## src/rtl/elevator_car_drive.sv

```systemverilog
// -----------------------------------------------------------------------------
// elevator_car_drive
//
// Car and shaft responder for the 4-floor elevator controller. It takes the
// controller's move_up / move_down / door_open commands and models:
//   - timed floor-to-floor travel,
//   - a door open/close mechanism with movement interlock,
//   - registered position, arrival and door status.
//
// Ports
//   clk          in   clock
//   rst_n        in   asynchronous active-low reset
//   move_up      in   command: travel up
//   move_down    in   command: travel down
//   door_open    in   command: open / hold door open
//   floor_pos    out  current or last-passed floor
//   arrive       out  one-cycle pulse when the car reaches a floor
//   moving_up    out  car travelling up
//   moving_down  out  car travelling down
//   door_state   out  00 closed, 01 opening, 10 open, 11 closing
//   fault        out  sticky fault flag
//   fault_code   out  00 none, 01 up+down, 10 overtravel, 11 move with door_open
//
// Build option
//   ELEVATOR_CAR_FAULT_EN  defined: fault detection and a sticky FAULT state.
//                          undefined: fault/fault_code tied 0; illegal
//                          command combinations are resolved without faulting.
// -----------------------------------------------------------------------------
module elevator_car_drive #(
  parameter int NUM_FLOORS    = 4,
  parameter int FLOOR_W       = 2,
  parameter int TRAVEL_CYCLES = 16,
  parameter int DOOR_CYCLES   = 6
) (
  input  logic               clk,
  input  logic               rst_n,
  input  logic               move_up,
  input  logic               move_down,
  input  logic               door_open,
  output logic [FLOOR_W-1:0] floor_pos,
  output logic               arrive,
  output logic               moving_up,
  output logic               moving_down,
  output logic [1:0]         door_state,
  output logic               fault,
  output logic [1:0]         fault_code
);

  localparam int TCNT_W = $clog2(TRAVEL_CYCLES);
  localparam int DCNT_W = $clog2(DOOR_CYCLES);

  localparam logic [FLOOR_W-1:0] TOP    = FLOOR_W'(NUM_FLOORS - 1);
  localparam logic [FLOOR_W-1:0] TOP_M1 = FLOOR_W'(NUM_FLOORS - 2);
  localparam logic [FLOOR_W-1:0] BOT_P1 = FLOOR_W'(1);
  localparam logic [TCNT_W-1:0]  T_LAST = TCNT_W'(TRAVEL_CYCLES - 1);
  localparam logic [DCNT_W-1:0]  D_LAST = DCNT_W'(DOOR_CYCLES - 1);

  localparam logic [1:0] DS_CLOSED  = 2'b00;
  localparam logic [1:0] DS_OPENING = 2'b01;
  localparam logic [1:0] DS_OPEN    = 2'b10;
  localparam logic [1:0] DS_CLOSING = 2'b11;

  typedef enum logic [2:0] {
    PARKED       = 3'd0,
    TRAVEL_UP    = 3'd1,
    TRAVEL_DOWN  = 3'd2,
    DOOR_OPENING = 3'd3,
    DOOR_OPEN    = 3'd4,
    DOOR_CLOSING = 3'd5
`ifdef ELEVATOR_CAR_FAULT_EN
    ,FAULT       = 3'd6
`endif
  } state_e;

  state_e              state_q, state_d;
  logic [TCNT_W-1:0]   tcnt_q, tcnt_d;
  logic [DCNT_W-1:0]   dcnt_q, dcnt_d;
  logic [FLOOR_W-1:0]  floor_q, floor_d;
  logic                arrive_q, arrive_d;
  logic                mup_q, mup_d;
  logic                mdn_q, mdn_d;
  logic [1:0]          door_q, door_d;

  logic at_top, at_bot, t_done, d_done;

  assign at_top = (floor_q == TOP);
  assign at_bot = (floor_q == '0);
  assign t_done = (tcnt_q == T_LAST);
  assign d_done = (dcnt_q == D_LAST);

`ifdef ELEVATOR_CAR_FAULT_EN
  logic       fault_q, fault_d;
  logic [1:0] fcode_q, fcode_d;
  logic       ovt, flt_hit;
  logic [1:0] flt_code;

  // Overtravel only exists where the car is about to leave a floor: while
  // parked, or at the arrival edge where continuation would be decided.
  always_comb begin
    ovt      = 1'b0;
    flt_hit  = 1'b0;
    flt_code = 2'b00;
    if (state_q == PARKED)
      ovt = (move_up && at_top) || (move_down && at_bot);
    else if (state_q == TRAVEL_UP && t_done)
      ovt = move_up && (floor_q == TOP_M1);
    else if (state_q == TRAVEL_DOWN && t_done)
      ovt = move_down && (floor_q == BOT_P1);

    if (state_q != FAULT) begin
      if (move_up && move_down) begin
        flt_hit  = 1'b1;
        flt_code = 2'b01;
      end else if ((move_up || move_down) && door_open) begin
        flt_hit  = 1'b1;
        flt_code = 2'b11;
      end else if (ovt) begin
        flt_hit  = 1'b1;
        flt_code = 2'b10;
      end
    end
  end
`endif

  always_comb begin
    state_d  = state_q;
    tcnt_d   = tcnt_q;
    dcnt_d   = dcnt_q;
    floor_d  = floor_q;
    arrive_d = 1'b0;
    mup_d    = mup_q;
    mdn_d    = mdn_q;
    door_d   = door_q;
`ifdef ELEVATOR_CAR_FAULT_EN
    fault_d  = fault_q;
    fcode_d  = fcode_q;
`endif

    case (state_q)
      PARKED: begin
        // door_open outranks movement, which also resolves move+door in
        // favour of the door when faults are not built in.
        if (door_open) begin
          state_d = DOOR_OPENING;
          door_d  = DS_OPENING;
          dcnt_d  = '0;
        end else if (move_up && !move_down && !at_top) begin
          state_d = TRAVEL_UP;
          mup_d   = 1'b1;
          tcnt_d  = '0;
        end else if (move_down && !move_up && !at_bot) begin
          state_d = TRAVEL_DOWN;
          mdn_d   = 1'b1;
          tcnt_d  = '0;
        end
      end

      TRAVEL_UP: begin
        if (!t_done) begin
          tcnt_d = tcnt_q + 1'b1;
        end else begin
          floor_d  = floor_q + 1'b1;
          arrive_d = 1'b1;
          tcnt_d   = '0;
          // Continue without a gap only if another floor lies above.
          if (!(move_up && !move_down && floor_q != TOP_M1)) begin
            state_d = PARKED;
            mup_d   = 1'b0;
          end
        end
      end

      TRAVEL_DOWN: begin
        if (!t_done) begin
          tcnt_d = tcnt_q + 1'b1;
        end else begin
          floor_d  = floor_q - 1'b1;
          arrive_d = 1'b1;
          tcnt_d   = '0;
          if (!(move_down && !move_up && floor_q != BOT_P1)) begin
            state_d = PARKED;
            mdn_d   = 1'b0;
          end
        end
      end

      DOOR_OPENING: begin
        if (d_done) begin
          state_d = DOOR_OPEN;
          door_d  = DS_OPEN;
          dcnt_d  = '0;
        end else begin
          dcnt_d = dcnt_q + 1'b1;
        end
      end

      DOOR_OPEN: begin
        if (!door_open) begin
          state_d = DOOR_CLOSING;
          door_d  = DS_CLOSING;
          dcnt_d  = '0;
        end
      end

      DOOR_CLOSING: begin
        // Safety reopen wins over completing the close.
        if (door_open) begin
          state_d = DOOR_OPENING;
          door_d  = DS_OPENING;
          dcnt_d  = '0;
        end else if (d_done) begin
          state_d = PARKED;
          door_d  = DS_CLOSED;
          dcnt_d  = '0;
        end else begin
          dcnt_d = dcnt_q + 1'b1;
        end
      end

`ifdef ELEVATOR_CAR_FAULT_EN
      FAULT: ;
`endif

      default: state_d = PARKED;
    endcase

`ifdef ELEVATOR_CAR_FAULT_EN
    // A fault freezes motion and door; an arrival on the same edge still
    // records the floor the car actually reached.
    if (flt_hit) begin
      state_d = FAULT;
      fault_d = 1'b1;
      fcode_d = flt_code;
      mup_d   = 1'b0;
      mdn_d   = 1'b0;
      door_d  = door_q;
    end
`endif
  end

  always_ff @(posedge clk or negedge rst_n) begin
    if (!rst_n) begin
      state_q  <= PARKED;
      tcnt_q   <= '0;
      dcnt_q   <= '0;
      floor_q  <= '0;
      arrive_q <= 1'b0;
      mup_q    <= 1'b0;
      mdn_q    <= 1'b0;
      door_q   <= DS_CLOSED;
`ifdef ELEVATOR_CAR_FAULT_EN
      fault_q  <= 1'b0;
      fcode_q  <= 2'b00;
`endif
    end else begin
      state_q  <= state_d;
      tcnt_q   <= tcnt_d;
      dcnt_q   <= dcnt_d;
      floor_q  <= floor_d;
      arrive_q <= arrive_d;
      mup_q    <= mup_d;
      mdn_q    <= mdn_d;
      door_q   <= door_d;
`ifdef ELEVATOR_CAR_FAULT_EN
      fault_q  <= fault_d;
      fcode_q  <= fcode_d;
`endif
    end
  end

  assign floor_pos   = floor_q;
  assign arrive      = arrive_q;
  assign moving_up   = mup_q;
  assign moving_down = mdn_q;
  assign door_state  = door_q;
`ifdef ELEVATOR_CAR_FAULT_EN
  assign fault       = fault_q;
  assign fault_code  = fcode_q;
`else
  assign fault       = 1'b0;
  assign fault_code  = 2'b00;
`endif

endmodule
```

## config.mk

```make
export PLATFORM = sky130hd
export DESIGN_NAME = elevator_car_drive
export DESIGN_NICKNAME = d
export VERILOG_FILES = /design/src/rtl/elevator_car_drive.sv
export SDC_FILE = /design/constraint.sdc
export NUM_CORES = 1
export LEC_CHECK = 0
export BUFFER_PORTS_ARGS = -buffer_cell sky130_fd_sc_hd__buf_4
export CORE_UTILIZATION = 45
export CTS_CLUSTER_SIZE = 20
export DETAILED_ROUTE_END_ITERATION = 16
export PLACE_DENSITY = 0.73
export SLEW_MARGIN = 30
export SYNTH_ARGS = -nofsm -noshare
export SYNTH_HDL_FRONTEND = slang
export SYNTH_SLANG_ARGS = --single-unit
```

## constraint.sdc

```tcl
create_clock -name clk -period 2.3 [get_ports clk]
set_input_delay 0.115 -clock clk [delete_from_list [all_inputs] [get_ports clk]]
set_output_delay 0.115 -clock clk [all_outputs]
set_load 0.01 [all_outputs]
```

# ---- Word-level counts from Yosys, hierarchy flattened
# Index checks and enable logic that the tools add are counted.
# W data, S select, Z words.
dict set report op_classes {
  n_addsub 4
  n_eq_ne 24
  n_mux 44
  reduce_logical 25
}
# cell n
set ops {}
lappend ops {{$mux W3} 15}
lappend ops {{$ne A2 B2 Y1 const B} 12}
lappend ops {{$pmux W3 S6} 1}
lappend ops {{$mux W4} 4}
lappend ops {{$mux W2} 7}
lappend ops {{$pmux W3 S4} 1}
lappend ops {{$mux W1} 11}
lappend ops {{$reduce_and A5 Y1} 2}
lappend ops {{$eq A3 B3 Y1 const B} 3}
lappend ops {{$reduce_and A3 Y1} 3}
lappend ops {{$pmux W2 S4} 1}
lappend ops {{$pmux W4 S2} 1}
lappend ops {{$reduce_and A8 Y1} 1}
lappend ops {{$reduce_bool A2 Y1} 4}
lappend ops {{$eq A3 B2 Y1 const B} 2}
lappend ops {{$logic_and A1 B1 Y1} 6}
lappend ops {{$ne A3 B3 Y1 const B} 2}
lappend ops {{$reduce_and A6 Y1} 1}
lappend ops {{$add A4 B1 Y4 const B} 1}
lappend ops {{$eq A4 B4 Y1 const B} 1}
lappend ops {{$logic_not A1 Y1} 4}
lappend ops {{$ne A4 B4 Y1 const B} 1}
lappend ops {{$pmux W1 S2} 2}
lappend ops {{$pmux W2 S2} 1}
lappend ops {{other kinds (10)} 10}
dict set report totals {
  regBits 17
  output_inout_bits 10
  elab_cells 105
}

# ---- Longest topological paths before layout
dict set report logic_depth {
  ltp_word 7
  mapped_depth 7
  ltp_nobuf 7
}

# ---- Least setup slack after synthesis
# OpenSTA, ideal clock, no wires.
dict set report synth_timing {
  path_type {reg2reg}
  startpoint {register floor_q[0], in the netlist floor_pos[0]}
  endpoint {register state_q[1]}
  setup_ns 0.066
  arrival_ns 1.837
  required_ns 2.234
  path_slack_ns 0.398
  path_stages_with_launch 8
  period_less_slack_ns 1.902
  cell_sequence {dfrtp_1 inv_1 ha_1 or3b_1 nand3_2 o221ai_2 or4_1 nand2_1}
}
dict set report synth_via {
  elab_chain_len 6
}
# item line_no
set synth_lines {}
lappend synth_lines {{start: declaration} 78} ;# logic [FLOOR_W-1:0] floor_q, floor_d;
lappend synth_lines {{start signal: assignment} 259} ;# floor_q <= floor_d;
lappend synth_lines {{$eq A2 B2 Y1} 86} ;# assign at_top = (floor_q == TOP);
lappend synth_lines {{$logic_not A1 Y1} 147} ;# end else if (move_up && !move_down && !at_top) begin
lappend synth_lines {{$logic_and A1 B1 Y1} 147}
lappend synth_lines {{$mux W3} 147}
lappend synth_lines {{$mux W3} 143} ;# if (door_open) begin
lappend synth_lines {{$pmux W3 S6} 139} ;# case (state_q)
lappend synth_lines {{end signal: assignment} 256} ;# state_q <= state_d;
lappend synth_lines {{end: declaration} 75} ;# state_e state_q, state_d;
# Parallel ways exist; a longest one is shown, timed or not.
# A chain may end at the register's enable or synchronous reset.

# ---- Final worst setup path
# Same ends and word-level chain as after synthesis.

==> impl_metrics.yaml <==
outcome:
  status: "finished, final reports clean"
final_layout:
  final_common_cell: "dfrtp_1"
  diodes: 0
  finalInstanceArea_um2: 1210
  finalNonFillerCells: 163
  syn_to_final_growth_pct: 11.0
  utilization_pct: 53.7
  drive_above_1_share_pct: 15.6
  nets: 146
  layout_common_cells: "dfrtp_1, nand2_1, buf_4"
global_routing:
  grt_usage_pct: 18.9
  grt_start_max_net_pins: 18
  antenna_found_initial: 0
  grt_pass1_vias: 898
  gr-total-overflow: 0
  grt_pass1_wl_um: 3660
worst_setup_path:
  crit_path_end_kind: "flip-flop"
  path_buf_inv: 1
  critical_path_class: "reg2reg"
  cp.arrival_ps: 2250
  cp-startpoint: "floor_pos[0]"
  r2r_start: "floor_pos[0]"
  critPathMaxFanout: 5
  crit_slowest_cell: "or4_1"
  crit_path_start_kind: "flip-flop"
  crit_required_ps: 2540
  crit_chain: "inv_1 -> ha_1 -> or3b_1 -> nand3_2 -> o221ai_2 -> or4_1 -> nand2_1"
  slowest_delay_ps: 530
  cp_top_family: "simple AND/OR/NAND/NOR gates"
die:
  rows: 17
  start_util_pct: 48.3
  num_io_pins: 15
  core_area_um2: 2250
  die_w_um: 51.2
  fp.dieH_um: 51.2
  die_area_um2: 2620
place:
  pre_cts_ws_ps: 304
  numPortBuffers: 11
  gp_congestion: 0.823
  dpl-instance-area_um2: 1170
  place_inst: 158
  dp_hpwl_um: 1610
power:
  ir_worst_vdd_mv: 0.566
  p_total_mw: 1.22
  p_per_area_nw_per_um2: 1010
  leakage_nw: 0.553
timing:
  slew_viol_final: 0
  setup_viol: 0
  fin_skew_ps: 5.24
  post-route-min-period_ps: 2010
  rsz0062_at_grt: "no"
  min_period_over_period_pct: 87.5
  fin_ws_ps: 287
  fmax_ghz: 0.497
  finalHoldWorstSlack_ps: 142
  hold_viol_final: 0
  setup_tns_ps: 0
routing:
  final_antenna_net_count: 0
  drt-total-wl_um: 2160
  detail_route.wl_per_cell_um: 13.3
  via_count: 922
  drt_pass1_iterations: 4
  drt-initial-drc-count: 22
  remaining_drc_errors: 0
  routed_via_density: 5.66
clock_network:
  post_cts_resized: 0
  tritoncts: "done"
  post_cts_buffers: 0
  clkSinkCount: 17
  cts-hold-fix-buffers: 1
  clk_latency_ps: 290
  ctsRootBufferMaster: "clkbuf_4"
  cts_buffers: 3
  cts_max_level: 1
  clk_pin_slew_ps: 100
  ctsLongestPathBuffers: 2
synthesis:
  ys_types: 35
  synth-seq-area-share_pct: 39.0
  yosys_warnings: 0
  synth_seq_cells: 17
  syn_avg_cell_area_um2: 8.93
  syn_inst: 122
  syn_area_um2: 1090
hold_path:
  worstHoldStart: "move_down"
  worstHoldPathType: "in2reg"
run:
  drv_cap: 0
-- worst reg2reg max path, delay by kind of cell (launching register included) --
kind	cells	cell delay [ps]
buffers and inverters	1	110
flip-flops	1	430
AND/OR/NAND/NOR	4	1100
AO/OA/AOI/OAI	1	110
adder cells (fa/ha/maj)	1	220
-- registers in the layout, summed over array words and instances (netlist names) --
register	flops
state_q	3
door_state	2
floor_pos	2
tcnt_q	4
dcnt_q	3
moving_up	1
moving_down	1
arrive	1
-- path summary, 6_finish.rpt --
path | end | slack, ps | depth (start not counted)
worst max register to register | state_q[1] | 290 | 7
worst min register to register | tcnt_q[3] | 470 | 1
worst max-delay path | state_q[1] | 290 | 7
min in group asynchronous | dcnt_q[1] | 210 | 2
max in group asynchronous | tcnt_q[0] | 1900 | 2
worst min-delay path | moving_down | 140 | 3
-- layout make-up --
cell class	count	area, µm²
Timing Repair Buffer	14	108
Sequential cell	17	425
Fill cell	211	1040
Multi-Input combinational cell	97	604
Clock buffer	4	26.3
Tap cell	28	35.0
Inverter	3	11.3
-- synthesized netlist by cell type, drive strengths merged --
cell type / instances / area share [%]
dfrtp: 17 / 39
nand2: 15 / 5.2
o21ai: 15 / 7.2
nor2: 11 / 5.2
a21oi: 8 / 3.7
nor2b: 7 / 4.0
buf: 6 / 3.9
ha: 5 / 5.7
nand3: 4 / 2.3
nor3b: 4 / 2.8
inv: 3 / 1.0
xor2: 3 / 2.4
a22o: 2 / 1.6
a31oi: 2 / 1.1
nor3: 2 / 0.92
o31ai: 2 / 1.4
or3b: 2 / 1.6
xnor2: 2 / 1.6
a21o: 1 / 0.69
a221oi: 1 / 0.80
clkbuf: 1 / 1.3
conb: 1 / 0.34
mux2i: 1 / 0.92
nand2b: 1 / 0.57
nand4: 1 / 0.57
nor4: 1 / 0.57
o211ai: 1 / 0.69
o221ai: 1 / 1.4
o2bb2ai: 1 / 0.80
or4: 1 / 0.69
-- per-layer routing --
layer / up-vias / routed length, µm / GRT usage, %
met5: - / 0 / 0
li1: 457 / - / -
met3: 4 / 68 / 3.87
met2: 20 / 1090 / 32.5
met4: 0 / 26 / 9.91
met1: 441 / 975 / 22.1
-- power breakdown --
part | switching, mW | internal [mW] | total, mW
clock | 0.0977 | 0.0674 | 0.165
combinational | 0.301 | 0.238 | 0.539
sequential | 0.132 | 0.382 | 0.514
total | 0.530 | 0.687 | 1.22
-- cell families (layout without fill, tap and decap cells) --
| logic type | Yosys count | count (layout) | share of synthesized area (%) |
|---|---|---|---|
| buf+inv | 10 | 21 | 6.20 |
| xor+xnor | 5 | 5 | 4.02 |
| compound gates | 34 | 34 | 19.4 |
| mux | 1 | 1 | 0.919 |
| simple gates | 49 | 49 | 24.3 |
| fa+ha+maj | 5 | 5 | 5.74 |
| other cells | 1 | 3 | 0.344 |
| flops | 17 | 17 | 39.0 |
Power figures use the tool's default switching activity.
